[config.mk]
export PLATFORM = sky130hd
export DESIGN_NAME = mem_arbiter_flat
export DESIGN_NICKNAME = d
export VERILOG_FILES = /design/src/rtl/cpu_types_pkg.sv /design/src/rtl/mem_arbiter_if.sv /design/src/rtl/rr_select.sv /design/src/rtl/mem_arbiter.sv /design/src/flat_wrapper.sv
export SDC_FILE = /design/constraint.sdc
export NUM_CORES = 1
export LEC_CHECK = 0
export BUFFER_PORTS_ARGS = -buffer_cell sky130_fd_sc_hd__buf_2
export CORE_AREA = 2 2 167 169
export DETAILED_ROUTE_END_ITERATION = 7
export DIE_AREA = 0 0 169 171
export PLACE_DENSITY_LB_ADDON = 0.15
export SYNTH_ARGS = -nofsm -noshare
export SYNTH_HDL_FRONTEND = slang
export SYNTH_SLANG_ARGS = --single-unit
[constraint.sdc]
create_clock -name CLK -period 2.4 [get_ports CLK]
set_input_delay 0.6 -clock CLK [delete_from_list [all_inputs] [get_ports CLK]]
set_output_delay 0.6 -clock CLK [all_outputs]
set_load 0.02 [all_outputs]
[src/rtl/cpu_types_pkg.sv]
// Shared types for the memory arbiter: word type, RAM status and arbiter FSM states.
package cpu_types_pkg;

  typedef logic [31:0] word_t;

  typedef enum logic [1:0] {
    RamFree   = 2'd0,
    RamBusy   = 2'd1,
    RamAccess = 2'd2,
    RamError  = 2'd3
  } ramstate_t;

  typedef enum logic [1:0] {
    StIdle,
    StDGrant,
    StIGrant
  } arb_state_t;

endpackage

[src/rtl/mem_arbiter_if.sv]
// Cache-side request/response bus and shared RAM port seen by the two-core memory arbiter.
interface mem_arbiter_if;
  import cpu_types_pkg::*;

  logic      [1:0] iREN;
  word_t     [1:0] iaddr;
  logic      [1:0] iwait;
  word_t     [1:0] iload;

  logic      [1:0] dREN;
  logic      [1:0] dWEN;
  word_t     [1:0] daddr;
  word_t     [1:0] dstore;
  logic      [1:0] dwait;
  word_t     [1:0] dload;

  logic            ramREN;
  logic            ramWEN;
  word_t           ramaddr;
  word_t           ramstore;
  word_t           ramload;
  ramstate_t       ramstate;

  // Arbiter side.
  modport slave (
    input  iREN, iaddr, dREN, dWEN, daddr, dstore, ramload, ramstate,
    output iwait, iload, dwait, dload, ramREN, ramWEN, ramaddr, ramstore
  );

  // Caches and RAM side.
  modport master (
    output iREN, iaddr, dREN, dWEN, daddr, dstore, ramload, ramstate,
    input  iwait, iload, dwait, dload, ramREN, ramWEN, ramaddr, ramstore
  );

endinterface

[src/rtl/rr_select.sv]
// Two-requester round-robin picker: on a tie the requester indexed by ptr_i wins.
module rr_select (
  input  logic [1:0] req_i,
  input  logic       ptr_i,
  output logic       grant_valid_o,
  output logic       grant_idx_o
);

  always_comb begin
    grant_valid_o = |req_i;
    grant_idx_o   = (&req_i) ? ptr_i : req_i[1];
  end

endmodule

[src/rtl/mem_arbiter.sv]
// Two-core memory arbiter: dcache sequences hold the grant until released, icache is served one
// word per grant, and a saturating starvation counter lets a waiting icache outrank dcaches.
module mem_arbiter
  import cpu_types_pkg::*;
#(
  parameter int unsigned NCORES       = 2,
  parameter int unsigned STARVE_LIMIT = 16
) (
  input  logic          CLK,
  input  logic          n_rst,
  mem_arbiter_if.slave  bus
);

  localparam int unsigned SW = $clog2(STARVE_LIMIT + 1);
  typedef logic [SW-1:0] starve_t;

  arb_state_t        state_q, state_d;
  logic              owner_q, owner_d;
  logic              rr_d_q, rr_d_d;
  logic              rr_i_q, rr_i_d;
  starve_t           starve_q [NCORES];
  starve_t           starve_d [NCORES];
  logic [NCORES-1:0] starved;
  logic              i_done;

  logic d_valid, d_idx;
  logic i_valid, i_idx;

  rr_select u_rr_d (
    .req_i         (bus.dREN | bus.dWEN),
    .ptr_i         (rr_d_q),
    .grant_valid_o (d_valid),
    .grant_idx_o   (d_idx)
  );

  rr_select u_rr_i (
    .req_i         (bus.iREN),
    .ptr_i         (rr_i_q),
    .grant_valid_o (i_valid),
    .grant_idx_o   (i_idx)
  );

  always_comb begin
    for (int c = 0; c < NCORES; c++) begin
      starved[c] = bus.iREN[c] && (starve_q[c] >= starve_t'(STARVE_LIMIT));
    end
  end

  always_comb begin
    state_d      = state_q;
    owner_d      = owner_q;
    rr_d_d       = rr_d_q;
    rr_i_d       = rr_i_q;
    i_done       = 1'b0;
    bus.ramREN   = 1'b0;
    bus.ramWEN   = 1'b0;
    bus.ramaddr  = '0;
    bus.ramstore = '0;
    bus.iwait    = 2'b11;
    bus.dwait    = 2'b11;
    bus.iload    = '0;
    bus.dload    = '0;

    unique case (state_q)
      StIdle: begin
        if (|starved) begin
          owner_d = ~starved[0];
          state_d = StIGrant;
        end else if (d_valid) begin
          owner_d = d_idx;
          state_d = StDGrant;
        end else if (i_valid) begin
          owner_d = i_idx;
          state_d = StIGrant;
        end
      end

      StDGrant: begin
        if (bus.dREN[owner_q] | bus.dWEN[owner_q]) begin
          // A write takes precedence when both enables are held.
          bus.ramWEN   = bus.dWEN[owner_q];
          bus.ramREN   = bus.dREN[owner_q] & ~bus.dWEN[owner_q];
          bus.ramaddr  = bus.daddr[owner_q];
          bus.ramstore = bus.dstore[owner_q];
          if (bus.ramstate == RamAccess) begin
            bus.dwait[owner_q] = 1'b0;
            bus.dload[owner_q] = bus.ramload;
          end
        end else begin
          state_d = StIdle;
          rr_d_d  = ~owner_q;
        end
      end

      StIGrant: begin
        if (bus.iREN[owner_q]) begin
          bus.ramREN  = 1'b1;
          bus.ramaddr = bus.iaddr[owner_q];
          if (bus.ramstate == RamAccess) begin
            bus.iwait[owner_q] = 1'b0;
            bus.iload[owner_q] = bus.ramload;
            state_d            = StIdle;
            rr_i_d             = ~owner_q;
            i_done             = 1'b1;
          end
        end else begin
          state_d = StIdle;
        end
      end

      default: state_d = StIdle;
    endcase
  end

  // A core that currently holds the icache grant neither ages nor clears until it completes.
  always_comb begin
    for (int c = 0; c < NCORES; c++) begin
      starve_d[c] = starve_q[c];
      if (!bus.iREN[c]) begin
        starve_d[c] = '0;
      end else if (i_done && (owner_q == 1'(c))) begin
        starve_d[c] = '0;
      end else if ((state_q == StIGrant) && (owner_q == 1'(c))) begin
        starve_d[c] = starve_q[c];
      end else if (starve_q[c] < starve_t'(STARVE_LIMIT)) begin
        starve_d[c] = starve_q[c] + starve_t'(1);
      end
    end
  end

  always_ff @(posedge CLK or negedge n_rst) begin
    if (!n_rst) begin
      state_q <= StIdle;
      owner_q <= 1'b0;
      rr_d_q  <= 1'b0;
      rr_i_q  <= 1'b0;
      for (int c = 0; c < NCORES; c++) begin
        starve_q[c] <= '0;
      end
    end else begin
      state_q <= state_d;
      owner_q <= owner_d;
      rr_d_q  <= rr_d_d;
      rr_i_q  <= rr_i_d;
      for (int c = 0; c < NCORES; c++) begin
        starve_q[c] <= starve_d[c];
      end
    end
  end

endmodule

[src/flat_wrapper.sv]
// flat-port wrapper written by rule: the top's interface ports become plain ports
module mem_arbiter_flat import cpu_types_pkg::*;
#(
  parameter int unsigned NCORES       = 2,
  parameter int unsigned STARVE_LIMIT = 16
)
  (CLK, n_rst, bus_iREN, bus_iaddr, bus_dREN, bus_dWEN, bus_daddr, bus_dstore, bus_ramload, bus_ramstate, bus_iwait, bus_iload, bus_dwait, bus_dload, bus_ramREN, bus_ramWEN, bus_ramaddr, bus_ramstore);
  mem_arbiter_if bus_i ();
  input  logic CLK;
  input  logic n_rst;
  input wire logic [$bits(bus_i.iREN)-1:0] bus_iREN;
  input wire logic [$bits(bus_i.iaddr)-1:0] bus_iaddr;
  input wire logic [$bits(bus_i.dREN)-1:0] bus_dREN;
  input wire logic [$bits(bus_i.dWEN)-1:0] bus_dWEN;
  input wire logic [$bits(bus_i.daddr)-1:0] bus_daddr;
  input wire logic [$bits(bus_i.dstore)-1:0] bus_dstore;
  input wire logic [$bits(bus_i.ramload)-1:0] bus_ramload;
  input wire logic [$bits(bus_i.ramstate)-1:0] bus_ramstate;
  output wire logic [$bits(bus_i.iwait)-1:0] bus_iwait;
  output wire logic [$bits(bus_i.iload)-1:0] bus_iload;
  output wire logic [$bits(bus_i.dwait)-1:0] bus_dwait;
  output wire logic [$bits(bus_i.dload)-1:0] bus_dload;
  output wire logic [$bits(bus_i.ramREN)-1:0] bus_ramREN;
  output wire logic [$bits(bus_i.ramWEN)-1:0] bus_ramWEN;
  output wire logic [$bits(bus_i.ramaddr)-1:0] bus_ramaddr;
  output wire logic [$bits(bus_i.ramstore)-1:0] bus_ramstore;
  assign bus_i.iREN = bus_iREN;
  assign bus_i.iaddr = bus_iaddr;
  assign bus_i.dREN = bus_dREN;
  assign bus_i.dWEN = bus_dWEN;
  assign bus_i.daddr = bus_daddr;
  assign bus_i.dstore = bus_dstore;
  assign bus_i.ramload = bus_ramload;
  assign bus_i.ramstate = bus_ramstate;
  assign bus_iwait = bus_i.iwait;
  assign bus_iload = bus_i.iload;
  assign bus_dwait = bus_i.dwait;
  assign bus_dload = bus_i.dload;
  assign bus_ramREN = bus_i.ramREN;
  assign bus_ramWEN = bus_i.ramWEN;
  assign bus_ramaddr = bus_i.ramaddr;
  assign bus_ramstore = bus_i.ramstore;
  mem_arbiter #(.NCORES(NCORES), .STARVE_LIMIT(STARVE_LIMIT)) u_core (.CLK(CLK), .n_rst(n_rst), .bus(bus_i));
endmodule
==> results of run 1 <==
==> layer usage <==
layer  vias up  GRT usage  wire, um  part of all wire
met1      2346      0.130      7760              0.39
met5         -          0         0                 0
met3        14     0.0160      1330             0.067
li1       2521          -         -                 -
met4         0     0.0182       173            0.0087
met2       257      0.230     10700              0.54
==> timing repair <==
| action | CTS | global route |
|---|---|---|
| setup buffers | 1 | 6 |
| resized for setup | 39 | 298 |
| cloned | 1 | 6 |
| setup endpoints to repair | 195 | 195 |
| pin swaps | 8 | 29 |
| hold buffers | 0 | 0 |
==> synth_stat cells, drive strengths merged (2+ instances only) <==
cell type | n | area [sq um]
or3 | 3 | 23.8
o21ai | 9 | 45.0
nand2 | 10 | 37.5
nor3 | 2 | 20.0
nor2b | 4 | 25.0
a21boi | 4 | 30.0
nand4 | 3 | 18.8
a21oi | 6 | 33.8
a21o | 3 | 22.5
clkbuf | 18 | 67.6
nand3b | 2 | 15.0
inv | 10 | 37.5
o22ai | 32 | 200
buf | 23 | 144
nand2b | 3 | 18.8
nand4b | 2 | 17.5
and2 | 163 | 1020
nor2 | 40 | 150
mux2i | 103 | 1030
ha | 6 | 75.1
dfrtp | 15 | 375
nand3 | 2 | 10.0
==> final cells by class <==
type / instances / area, sq um / share of cell area
timing repair buffer: 483 / 3440 / 0.447
multi-input combinational: 409 / 3320 / 0.432
tap: 346 / 433 / 0.0563
sequential: 15 / 379 / 0.0493
clock buffer: 4 / 78.8 / 0.0102
inverter: 10 / 40.0 / 0.00521
==> per-stage QoR <==
step / hold WS (ns) / utilization
after floorplan: 0.304 / -
after global placement: 0.452 / 0.232
after detailed placement: 0.465 / 0.232
after CTS: 0.280 / 0.240
after global routing: 0.291 / 0.281
final: 0.260 / 0.281
==> flip-flops by register name, summed over array words and instances (netlist names) <==
name,cells
u_core.owner_q,1
u_core.rr_d_q,1
u_core.rr_i_q,1
u_core.starve_q,10
u_core.state_q,2
==> worst max-delay path, delay by kind of cell (launching register included) <==
family	cells	cell delay, ns
simple gates	3	0.57
compound gates	1	0.08
buf+inv	4	0.59
flops	1	0.54
==> cells in the final DEF, fill, tap and decap left out, drive strengths merged, types with 6 or more instances in the layout <==
master | synthesis | layout
o22ai | 32 | 32
nand2 | 10 | 10
buf | 23 | 479
a21oi | 6 | 6
and2 | 163 | 163
inv | 10 | 10
o21ai | 9 | 9
mux2i | 103 | 103
nor2 | 40 | 40
clkbuf | 18 | 8
dfrtp | 15 | 15
ha | 6 | 6
==> worst max-delay path by stage <==
stage / from / end / slack [ns] / cells after the start
global route: u_core.owner_q / bus_dload[56] / -0.27 / 8
finish: u_core.owner_q / bus_dload[54] / -0.22 / 8
CTS: u_core.owner_q / bus_dload[51] / -0.23 / 7
floorplan: bus_ramstate[1] / bus_iload[23] / 0.13 / 6
global placement: bus_dWEN[1] / bus_ramREN / -0.12 / 8
detailed placement: bus_dWEN[1] / bus_ramREN / -0.13 / 8
==> power by group through the flow <==
| stage | Combinational (uW) | Sequential [uW] | Clock (uW) |
|---|---|---|---|
| after detailed placement | 3790 | 364 | 0 |
| after CTS | 3920 | 369 | 342 |
| after global routing | 5170 | 368 | 355 |
| after global placement | 3820 | 365 | 0 |
| after floorplan | 2510 | 324 | 0 |
| final | 4840 | 363 | 331 |
==> cells by family after synthesis <==
kind of cell	count (synthesis)	synth area share
DFF	15	0.106
adders and majority gates	6	0.0212
and+or+nand+nor	236	0.387
buffers and inverters	51	0.0702
AOI/OAI and AO/OA	63	0.122
muxes	104	0.294
==> impl_metrics.py, run 1 <==
metrics = {
    "drt": {
        "routed_wl_mm": 20.0,
        "detail-route-antenna-nets": 0,
        "drtIter0Drc": 116,
        "vias_per_cell": 4.06,
        "number_of_detailed_routing_iterations_run_before_antenna_repair": 7,
        "detail_route.drc_violations": 0,
        "route.vias.total": 5138,
        "wl_per_cell_um": 15.8,
    },
    "finish": {
        "synthToLayoutAreaGrowth_pct": 117,
        "finalInstanceArea_sq_mm": 0.00769,
        "post_route_cells_drive_above_1_share": 0.635,
        "fill_cells": 2940,
        "post_layout_nonfiller_instances": 1267,
        "antenna-diode-count": 0,
        "total_number_of_nets_in_the_final_design": 1162,
    },
    "floorplanning": {
        "ios": 432,
        "fp.dieH_um": 171,
        "die_area_sq_mm": 0.0289,
        "coreArea_sq_mm": 0.0273,
        "die_w_um": 169,
        "initial_core_util": 0.130,
        "row_count": 61,
    },
    "power": {
        "combinationalPowerShare": 0.875,
        "share_seq_of_total_power": 0.066,
        "power.share.switching": 0.488,
        "peakVddDrop_uv": 491,
        "p_clk_frac": 0.060,
        "finalPower_uw": 5530,
        "switching_power_uw": 2700,
        "leakage_uw": 0.00417,
        "p_per_area_mw_per_mm2": 719,
        "internal_power_uw": 2830,
    },
    "sta": {
        "max_slew.worst_pin.slew_ns": 0.467,
        "min_period_over_period": 1.09,
        "achievable-frequency_mhz": 382,
        "setup_viol": 195,
        "finalClockSkew_ns": 0.00432,
        "grt_setup_unrepaired": "true",
        "post-route-min-period_ns": 2.62,
        "timing.final.max_slew_violations": 0,
        "number_of_failing_hold_endpoints_at_the_final_stage": 0,
        "timing.max_slew.rel_slack": 0.688,
        "setup_total_negative_slack_ns": -27.90,
        "fin_ws_ns": -0.218,
    },
    "clocking": {
        "htree_num_levels": 1,
        "numCtsBuffers": 3,
        "clock_insertion_delay_worst_skew_ns": 0.25,
        "cts.sink_count": 15,
        "clk_transition_reported_paths_ns": 0.05,
        "clk_root_buffer_cell": "sky130_fd_sc_hd__clkbuf_16",
        "clk_path_buf_depth": 2,
        "clock_tree_from_tritoncts": "built",
    },
    "synth": {
        "synthesized_instance_count": 475,
        "synthesis.area_per_instance_sq_um": 7.47,
        "postSynth.asyncResetShare": 1.00,
        "syn-num-nets": 715,
        "ys.warnings.count": 0,
        "synth.distinct_cells": 39,
        "postSynth.topFlopCell": "sky130_fd_sc_hd__dfrtp_1",
        "synth_sequential_area_ratio": 0.106,
        "synth-edff-count": 0,
        "post_synth_design_cell_area_sq_mm": 0.00355,
        "postSynthRegisterBits": 15,
    },
    "grt": {
        "overflow_after_grt": 0,
        "grt_pass1_vias": 4852,
        "maximum_number_of_pins_on_one_net_before_global_route_repair": 60,
        "grt_antenna_before_repair": 1,
        "grtUsageTotal": 0.115,
        "grt_pass1_wl_mm": 26.3,
    },
    "critical_path": {
        "path_max_fanout": 14,
        "timing_worst_setup_path_type": "flop to output pin",
        "critical_path.most_common_cell": "sky130_fd_sc_hd__buf_12",
        "rr_worst_depth": 6,
        "max_stage_delay_on_crit_path_ns": 0.54,
        "end_kind": "output pin",
        "timing.reg2reg.setup_slack_ns": 0.66,
        "cp_slowest_cell": "sky130_fd_sc_hd__dfrtp_4",
        "worst_setup_path_start_kind": "flop",
        "regToRegEndpoint": "u_core.state_q[1]",
        "crit_required_ns": 1.80,
        "worst-endpoint-arrival_ns": 2.02,
        "regToRegStartpoint": "u_core.owner_q",
        "worstPathCellList": "or3_4 > o311ai_4 > buf_4 > nor3_4 > buf_12 > buf_12 > and2_1 > buf_6",
    },
    "min_path": {
        "hold_path_class": "input pin to asynchronous set/reset pin",
    },
    "placement": {
        "globalplace.congestion": 0.738,
        "place_worst_setup_slack_ns": -0.129,
        "port-buffer-count": 431,
        "dp_cells": 1249,
        "dp_hpwl_mm": 15.2,
        "dpl-instance-area_sq_mm": 0.00634,
    },
    "job": {
        "max_cap_violations": 0,
    },
    "run_status": {
        "violations": "setup timing",
        "status": "finished, violations left",
    },
}
Note: power is estimated with default switching activity, not from simulation.
==> run 2, diff against run 1 <==
==> constraint.sdc (replaced) <==
create_clock -name CLK -period 2.4 [get_ports CLK]
set_input_delay 0.36 -clock CLK [delete_from_list [all_inputs] [get_ports CLK]]
set_output_delay 0.36 -clock CLK [all_outputs]
set_load 0.02 [all_outputs]
==> run 2 against run 1 <==
Compared with the run above:
- the flow now finishes without violations
- wire length is 3.9% lower
- clock skew decreased by 0.0023 ns
- largest power group unchanged
- largest cell class is now multi-input combinational cells
- via count is 3.7% lower
- total power fell by 18%
- clock power up 2%
- non-clock buffer count fell by 20
- sequential cell count unchanged
- sequential share of layout area is 0.81 points higher
==> impl_metrics.py, run 2 (synthesized netlist as in run 1, its figures left out) <==
metrics = {
    "run_status": {
        "status": "finished clean",
    },
    "critical_path": {
        "timing_worst_setup_path_type": "flop to output pin",
        "end_kind": "output pin",
        "timing.reg2reg.setup_slack_ns": 0.69,
        "worst_setup_path_start_kind": "flop",
        "worst-endpoint-arrival_ns": 1.99,
        "crit_required_ns": 2.04,
        "path_max_fanout": 16,
    },
    "sta": {
        "min_period_over_period": 0.978,
        "timing.max_slew.rel_slack": 0.690,
        "final.hold.worst_slack_ns": 0.0287,
        "setup_total_negative_slack_ns": 0,
        "number_of_failing_hold_endpoints_at_the_final_stage": 0,
        "finalClockSkew_ns": 0.00197,
        "timing.final.max_slew_violations": 0,
        "setup_viol": 0,
        "achievable-frequency_mhz": 426,
        "post-route-min-period_ns": 2.35,
        "max_slew.worst_pin.slew_ns": 0.465,
        "grt_setup_unrepaired": "true",
    },
    "finish": {
        "mostFrequentLayoutCell": "sky130_fd_sc_hd__buf_2",
        "top_register": "u_core.starve_q",
        "antenna-diode-count": 0,
        "total_number_of_nets_in_the_final_design": 1142,
        "post_layout_nonfiller_instances": 1247,
        "fill_cells": 3076,
        "layout_common_cells": "sky130_fd_sc_hd__buf_2, sky130_fd_sc_hd__and2_1, sky130_fd_sc_hd__mux2i_1, sky130_fd_sc_hd__buf_4, sky130_fd_sc_hd__nor2_1",
        "largest_registers": "u_core.starve_q: 10 flops, u_core.state_q: 2 flops",
        "largest_register_ff_count": 10,
        "synthToLayoutAreaGrowth_pct": 87.1,
        "post_route_cells_drive_above_1_share": 0.545,
        "finalInstanceArea_sq_mm": 0.00663,
    },
    "clocking": {
        "cts.sink_count": 15,
        "clk_transition_reported_paths_ns": 0.05,
        "clk_root_buffer_cell": "sky130_fd_sc_hd__clkbuf_16",
        "clk_path_buf_depth": 2,
        "clock_tree_from_tritoncts": "built",
        "clock_insertion_delay_worst_skew_ns": 0.25,
        "cts_hold_repair.buffers": 0,
        "numCtsBuffers": 3,
        "htree_num_levels": 1,
    },
    "grt": {
        "maximum_number_of_pins_on_one_net_before_global_route_repair": 58,
        "grt_pass1_vias": 4607,
        "grt_pass1_wl_mm": 26.0,
        "grt_antenna_before_repair": 1,
        "overflow_after_grt": 0,
        "grtUsageTotal": 0.115,
    },
    "drt": {
        "detail-route-antenna-nets": 0,
        "number_of_detailed_routing_iterations_run_before_antenna_repair": 4,
        "vias_per_cell": 3.97,
        "routed_wl_mm": 19.2,
        "detail_route.drc_violations": 0,
        "drtIter0Drc": 157,
        "route.vias.total": 4950,
        "wl_per_cell_um": 15.4,
    },
    "power": {
        "leakage_uw": 0.00387,
        "share_seq_of_total_power": 0.079,
        "peakVddDrop_uv": 422,
        "switching_power_uw": 2340,
        "internal_power_uw": 2180,
        "finalPower_uw": 4530,
        "power.share.switching": 0.518,
        "p_per_area_mw_per_mm2": 683,
        "combinationalPowerShare": 0.847,
        "p_clk_frac": 0.075,
    },
    "floorplanning": {
        "ios": 432,
        "die_w_um": 169,
        "coreArea_sq_mm": 0.0273,
        "initial_core_util": 0.130,
        "row_count": 61,
        "die_area_sq_mm": 0.0289,
        "fp.dieH_um": 171,
    },
    "job": {
        "max_cap_violations": 0,
    },
    "placement": {
        "port-buffer-count": 431,
        "dpl-instance-area_sq_mm": 0.00617,
        "dp_hpwl_mm": 14.9,
        "dp_cells": 1228,
        "globalplace.congestion": 0.721,
    },
    "min_path": {
        "hold_path_class": "input pin to asynchronous set/reset pin",
    },
}
[run 2: changes by cell type in the layout (fill, tap and decap cells not counted), moves of 5 or more]
| cell | delta |
|---|---|
| sky130_fd_sc_hd__nor2_1 | +27 |
| sky130_fd_sc_hd__buf_4 | +11 |
| sky130_fd_sc_hd__buf_6 | -90 |
| sky130_fd_sc_hd__buf_12 | -5 |
| sky130_fd_sc_hd__nor2_4 | -26 |
| sky130_fd_sc_hd__and2_1 | +49 |
| sky130_fd_sc_hd__and2_4 | -49 |
| sky130_fd_sc_hd__buf_2 | +67 |
[run 2: path summary, 6_finish.rpt]
kind,from,end,cells after the start
max,u_core.owner_q,bus_iload[58],7
min,n_rst,u_core.starve_q[0],1
max reg2reg,u_core.owner_q,u_core.state_q[0],5
min reg2reg,u_core.rr_i_q,u_core.rr_i_q,1
max in group asynchronous,n_rst,u_core.owner_q,1
min in group CLK,bus_dREN[1],u_core.rr_d_q,3
[run 2: area by class of cell]
cell class,instances,area (sq um),share of cell area
repair buffers,463,2680,0.405
well taps,346,433,0.0653
inverters,10,37.5,0.00566
clock buffers,4,78.8,0.0119
flip-flops and latches,15,380,0.0573
multi-input cells,409,3020,0.455
[run 2: per-layer routing]
| layer | global-route usage | routed length [um] |
|---|---|---|
| met2 | 0.234 | 10300 |
| met3 | 0.0185 | 1370 |
| met1 | 0.126 | 7360 |
| met5 | 0 | 0 |
| met4 | 0.0178 | 179 |
[run 2: critical path, stage by stage, from the launching register on]
cell	delay [ns]
sky130_fd_sc_hd__dfrtp_4	0.51
sky130_fd_sc_hd__buf_6	0.15
sky130_fd_sc_hd__mux2_4	0.31
sky130_fd_sc_hd__nand3_4	0.11
sky130_fd_sc_hd__nor2_4	0.04
sky130_fd_sc_hd__bufbuf_16	0.28
sky130_fd_sc_hd__and2_1	0.16
sky130_fd_sc_hd__buf_4	0.15
[run 2: stage by stage]
stage | setup WS, ns | util
2_1_floorplan | 0.395 | -
3_3_place_gp | 0.191 | 0.226
3_5_place_dp | 0.195 | 0.226
4_1_cts | -0.0160 | 0.238
5_1_grt | -0.0237 | 0.243
6_report | 0.0532 | 0.243
[run 2: repair_timing]
action,4_1_cts,5_1_grt
setup buffers,7,5
hold endpoints to repair,0,0
gates resized for setup,38,37
endpoints found under the setup margin,87,143
cloned,3,2
pin swaps,2,4
[run 2: power groups by stage]
stage	combinational (uW)	clock (uW)	sequential, uW
6_report	3830	338	357
5_1_grt	4140	353	364
4_1_cts	3710	345	353
3_5_place_dp	3610	0	365
3_3_place_gp	3640	0	363
2_1_floorplan	2510	0	324
